## src/rtl/ce_step_gen_if.sv

```systemverilog
// Control bundle between the board-side mode/button inputs and the counter chain.
// The master drives mode and raw buttons; the slave (ce_step_gen) returns ce, R and tick.
interface ce_step_gen_if;
    logic [1:0] mode;
    logic       btn_step;
    logic       btn_clr;
    logic       ce;
    logic       R;
    logic       tick;

    modport master (output mode, btn_step, btn_clr, input ce, R, tick);
    modport slave  (input mode, btn_step, btn_clr, output ce, R, tick);
endinterface

```

## src/rtl/ce_step_gen.sv

```systemverilog
// Clock-enable and clear generator for the counter chain.
// Produces ce/R from a free-running prescaler or from debounced push-buttons.
module ce_step_gen #(
    parameter int DIV   = 50_000_000,
    parameter int DEB   = 500_000,
    parameter int DIV_W = 26,
    parameter int DEB_W = 19
) (
    input  logic             clk,
    input  logic             R_n,
    ce_step_gen_if.slave     bus
);

    typedef enum logic [1:0] {
        STOP = 2'b00,
        RUN  = 2'b01,
        STEP = 2'b10,
        FAST = 2'b11
    } mode_t;

    mode_t            mode_q;
    logic [1:0]       raw;
    logic [1:0]       sync_a;
    logic [1:0]       sync_b;
    logic [1:0]       deb_lvl;
    logic [1:0]       deb_prev;
    logic [DEB_W-1:0] deb_cnt [2];
    logic [DIV_W-1:0] presc;
    logic             ce_q;
    logic             r_q;
    logic             tick_q;

    logic [1:0]       press;
    logic             presc_end;
    logic             mode_chg;
    logic             load;
    logic             ce_next;

    // Bit 0 is the step button, bit 1 the clear button.
    assign raw       = {bus.btn_clr, bus.btn_step};
    assign press     = deb_lvl & ~deb_prev;
    assign presc_end = (presc == DIV_W'(DIV - 1));
    assign mode_chg  = (mode_t'(bus.mode) != mode_q);
    assign load      = mode_chg | press[1];

    // A clear press or mode change suppresses ce, which also discards a coincident step press.
    always_comb begin
        ce_next = 1'b0;
        if (!load) begin
            unique case (mode_q)
                STOP: ce_next = 1'b0;
                RUN:  ce_next = presc_end;
                STEP: ce_next = press[0];
                FAST: ce_next = 1'b1;
            endcase
        end
    end

    always_ff @(posedge clk or negedge R_n) begin
        if (!R_n) begin
            sync_a     <= '0;
            sync_b     <= '0;
            deb_lvl    <= '0;
            deb_prev   <= '0;
            deb_cnt[0] <= '0;
            deb_cnt[1] <= '0;
            presc      <= '0;
            mode_q     <= STOP;
            ce_q       <= 1'b0;
            r_q        <= 1'b0;
            tick_q     <= 1'b0;
        end else begin
            sync_a   <= raw;
            sync_b   <= sync_a;
            deb_prev <= deb_lvl;
            // A new level is accepted only after DEB consecutive mismatching samples.
            for (int i = 0; i < 2; i++) begin
                if (sync_b[i] != deb_lvl[i]) begin
                    if (deb_cnt[i] == DEB_W'(DEB - 1)) begin
                        deb_lvl[i] <= ~deb_lvl[i];
                        deb_cnt[i] <= '0;
                    end else begin
                        deb_cnt[i] <= deb_cnt[i] + DEB_W'(1);
                    end
                end else begin
                    deb_cnt[i] <= '0;
                end
            end
            presc  <= (load || presc_end) ? '0 : presc + DIV_W'(1);
            mode_q <= mode_t'(bus.mode);
            ce_q   <= ce_next;
            r_q    <= press[1];
            tick_q <= presc_end;
        end
    end

    assign bus.ce   = ce_q;
    assign bus.R    = r_q;
    assign bus.tick = tick_q;

endmodule

```

## src/flat_wrapper.sv

```systemverilog
// flat-port wrapper written by rule: the top's interface ports become plain ports
module ce_step_gen_flat 
#(
    parameter int DIV   = 50_000_000,
    parameter int DEB   = 500_000,
    parameter int DIV_W = 26,
    parameter int DEB_W = 19
)
  (clk, R_n, bus_mode, bus_btn_step, bus_btn_clr, bus_ce, bus_R, bus_tick);
  ce_step_gen_if bus_i ();
  input  logic clk;
  input  logic R_n;
  input wire logic [$bits(bus_i.mode)-1:0] bus_mode;
  input wire logic [$bits(bus_i.btn_step)-1:0] bus_btn_step;
  input wire logic [$bits(bus_i.btn_clr)-1:0] bus_btn_clr;
  output wire logic [$bits(bus_i.ce)-1:0] bus_ce;
  output wire logic [$bits(bus_i.R)-1:0] bus_R;
  output wire logic [$bits(bus_i.tick)-1:0] bus_tick;
  assign bus_i.mode = bus_mode;
  assign bus_i.btn_step = bus_btn_step;
  assign bus_i.btn_clr = bus_btn_clr;
  assign bus_ce = bus_i.ce;
  assign bus_R = bus_i.R;
  assign bus_tick = bus_i.tick;
  ce_step_gen #(.DIV(DIV), .DEB(DEB), .DIV_W(DIV_W), .DEB_W(DEB_W)) u_core (.clk(clk), .R_n(R_n), .bus(bus_i));
endmodule
```

## config.mk

```make
export PLATFORM = sky130hd
export DESIGN_NAME = ce_step_gen_flat
export DESIGN_NICKNAME = d
export VERILOG_FILES = /design/src/rtl/ce_step_gen_if.sv /design/src/rtl/ce_step_gen.sv /design/src/flat_wrapper.sv
export SDC_FILE = /design/constraint.sdc
export NUM_CORES = 1
export LEC_CHECK = 0
export CAP_MARGIN = 0
export CORE_MARGIN = 5
export CORE_UTILIZATION = 60
export CTS_CLUSTER_SIZE = 10
export DETAILED_ROUTE_END_ITERATION = 8
export PLACE_DENSITY = 0.82
export SETUP_SLACK_MARGIN = 0.05
export SLEW_MARGIN = 10
export SYNTH_ARGS = -nofsm -noshare
export SYNTH_HDL_FRONTEND = slang
export SYNTH_SLANG_ARGS = --single-unit
export TNS_END_PERCENT = 10
```

## constraint.sdc

```tcl
create_clock -name clk -period 4.4 [get_ports clk]
set_input_delay 0.88 -clock clk [delete_from_list [all_inputs] [get_ports clk]]
set_output_delay 0.88 -clock clk [all_outputs]
set_load 0.05 [all_outputs]
```

==> results.cfg <==
[status]
outcome = finished, final reports clean

[timing]
whs_ns = 0.370
min_period_ns = 2.38
setup_viol = 0
finalClockSkew_ns = 0.00784
period_share_pct = 54.2
relSlewSlack_pct = 17.2
rsz0062_at_grt = false
max_freq_mhz = 420
tns_ns = 0
finalMaxSlewViolations = 0
hold_viol_final = 0
worst_slew_pin_slew_ns = 1.23

[logic_synthesis]
synth_edf_count = 0
synthArstFlopShare_pct = 100
yosys_register_bits = 77
synth_cell_types = 35
synth_top_area_cell = dfrtp_1
ys_seq_area_share_pct = 53.0
yosys-top-cells-count = 77 x dfrtp_1, 45 x nor2_1, 24 x nand2_1
synthFlopType = dfrtp_1
syn_avg_cell_area_um2 = 10.0
synth.area.top_cells = dfrtp_1 53%, xnor2_1 5.3%, nor2_1 4.6%, xor2_1 4.1%, nand4_1 3.3%
yosysMostFrequentCell = dfrtp_1
synth_top_area_share_pct = 53.0
synth_fp_nets = 373
synthesis.area_mm2 = 0.00364
ys_warn_count = 0
syn_inst = 364

[worst_setup_path]
cpPeakStageDelay_ns = 0.81
critical_path_class = reg -> out
crit_buf_inv = 1
path_cells = clkdlybuf4s50_1
cp_top_family = buffers and inverters
cp.arrival_ns = 1.50
critPathRequiredTime_ns = 3.52
slowest_stage = clkdlybuf4s50_1
start_kind = flop
critPathCaptureType = output port
cp_max_fo = 1

[global_routing]
gr-usage-all-layers_pct = 19.8
grt_pass1_vias = 2637
antenna_found_initial = 0
grt_overflow = 0
grt_pass1_wl_um = 12000
grt_start_max_net_pins = 78

[die]
num_rows = 28
boundaryPins = 9
core_mm2 = 0.00592
die_height_um = 87.9
start_util_pct = 61.5
dieArea_mm2 = 0.00772
die-width_um = 87.9

[cts]
ctsResizeCount = 0
htree_levels = 3
cts_tree = yes
clk_pin_slew_worst_paths_ns = 0.08
cts.sinks = 77
cts_buffers = 9
post-cts-setup-buffers = 0
cts_root_buf = clkbuf_8
clock_latency_ns = 0.34
clock_path_buffers = 2
hold_buffers = 0

[detailed_routing]
post-route-drc-count = 0
ant_nets = 0
drt_pass1_iterations = 4
wl_um = 6800
drtIter0Drc = 110
via_per_inst = 6.01
vias = 2727
wire_per_inst_um = 15.0

[place]
portBuffers = 8
gp_congestion = 0.849
post-dp-hpwl_um = 4580

[final_layout]
fill_cells = 451
drive_gt1_share_pct = 7.12
syn2layout_area_growth_pct = 10.1
antennaDiodeCount = 0
fin_nets = 383

[power_and_ir_drop]
irDropWorstVdd_uv = 236
p_leak_nw = 1.55
switching_power_uw = 290
pwr-share-clk_pct = 43.3
power_density_mw_per_mm2 = 342
pwr-share-comb_pct = 3.7
seq_power_share_pct = 53.0
internal_power_mw = 1.08
swShare_pct = 21.1

[flow_run]
cap_violations = 0

[min_path]
hold_class = reg -> reg
[registers in the layout, summed over array words and instances (netlist names)]
name             cells
u_core.bus.ce        1
u_core.presc        26
u_core.bus.R         1
u_core.deb_lvl       2
u_core.bus.tick      1
u_core.sync_b        2
u_core.mode_q        2
u_core.sync_a        2
u_core.deb_cnt      38
u_core.deb_prev      2
[logic make-up (layout without fill, tap and decap cells)]
| group | Yosys count | after routing | share of synthesized area [%] |
|---|---|---|---|
| AND/OR/NAND/NOR | 174 | 174 | 25.8 |
| AO/OA/AOI/OAI | 50 | 50 | 8.15 |
| flip-flops | 77 | 77 | 53.0 |
| multiplexers | 2 | 2 | 0.619 |
| buffers and inverters | 19 | 34 | 2.10 |
| adder cells (fa/ha/maj) | 3 | 3 | 1.03 |
| XOR/XNOR | 39 | 39 | 9.39 |
[layer usage]
metal	part of all wire [%]	GRT usage (%)	up-vias
met4	0.65	5.02	0
met3	3.8	5.46	6
li1	-	-	1326
met5	0	0	-
met1	47	26.1	1354
met2	49	32.6	41
[power groups by stage]
stage | Sequential, mW | Combinational (mW) | Clock [mW]
floorplan | 0.739 | 0.0249 | 0
global placement | 0.739 | 0.0509 | 0
detailed placement | 0.739 | 0.0524 | 0
CTS | 0.725 | 0.0526 | 0.604
global route | 0.727 | 0.0589 | 0.636
finish | 0.725 | 0.0511 | 0.593
[area by class of cell]
class / count / area (um^2) / share of cell area (%)
Timing Repair Buffer: 9 / 85.1 / 2.12
Clock buffer: 12 / 155 / 3.87
Inverter: 9 / 33.8 / 0.843
Multi-Input combinational cell: 268 / 1640 / 41.0
Tap cell: 75 / 93.8 / 2.34
Clock inverter: 4 / 70.1 / 1.75
Sequential cell: 77 / 1930 / 48.1
[layout by cell type, fill, tap and decap left out, drive strengths merged]
cell type | netlist | layout
nand4 | 19 | 19
and4 | 6 | 6
ha | 3 | 3
clkbuf | 7 | 12
or4 | 11 | 11
or2 | 2 | 2
o21ai | 16 | 16
nand3 | 20 | 20
dfrtp | 77 | 77
xnor2 | 22 | 22
bufinv | 0 | 2
nor4bb | 2 | 2
nor4 | 9 | 9
inv | 9 | 9
clkinv | 0 | 2
nor2 | 45 | 45
nand2 | 24 | 24
o221a | 1 | 1
or4b | 3 | 3
xor2 | 17 | 17
nor3b | 1 | 1
mux2 | 2 | 2
o41ai | 1 | 1
clkdlybuf4s50 | 0 | 7
a21oi | 23 | 23
nor3 | 9 | 9
o31ai | 9 | 9
or3 | 17 | 17
nor2b | 2 | 2
and3 | 1 | 1
buf | 3 | 2
and2 | 3 | 3
[metrics by stage]
stage | power (mW) | util, % | instance area [um^2] | setup slack, ns | instances
floorplan | 0.764 | - | 3640 | 2.37 | 364
global placement | 0.790 | 63.8 | 3780 | 2.11 | 438
detailed placement | 0.791 | 63.8 | 3780 | 1.97 | 438
CTS | 1.38 | 67.6 | 4010 | 2.00 | 454
global route | 1.42 | 67.6 | 4010 | 1.81 | 454
finish | 1.37 | 67.6 | 4010 | 2.02 | 454
[final timing paths]
| check | start | endpoint | slack, ns | depth (start not counted) |
|---|---|---|---|---|
| worst max-delay path | u_core.bus.ce | bus_ce | 2.02 | 1 |
| worst min-delay path | u_core.sync_a[1] | u_core.sync_b[1] | 0.37 | 0 |
| worst max register to register | u_core.deb_cnt[0] | u_core.deb_cnt[2] | 2.03 | 5 |
| worst min register to register | u_core.sync_a[1] | u_core.sync_b[1] | 0.37 | 0 |
| max in group asynchronous | R_n | u_core.presc[1] | 3.12 | 1 |
| min in group asynchronous | R_n | u_core.deb_cnt[14] | 0.66 | 1 |
(Power assumes the default switching activity.)
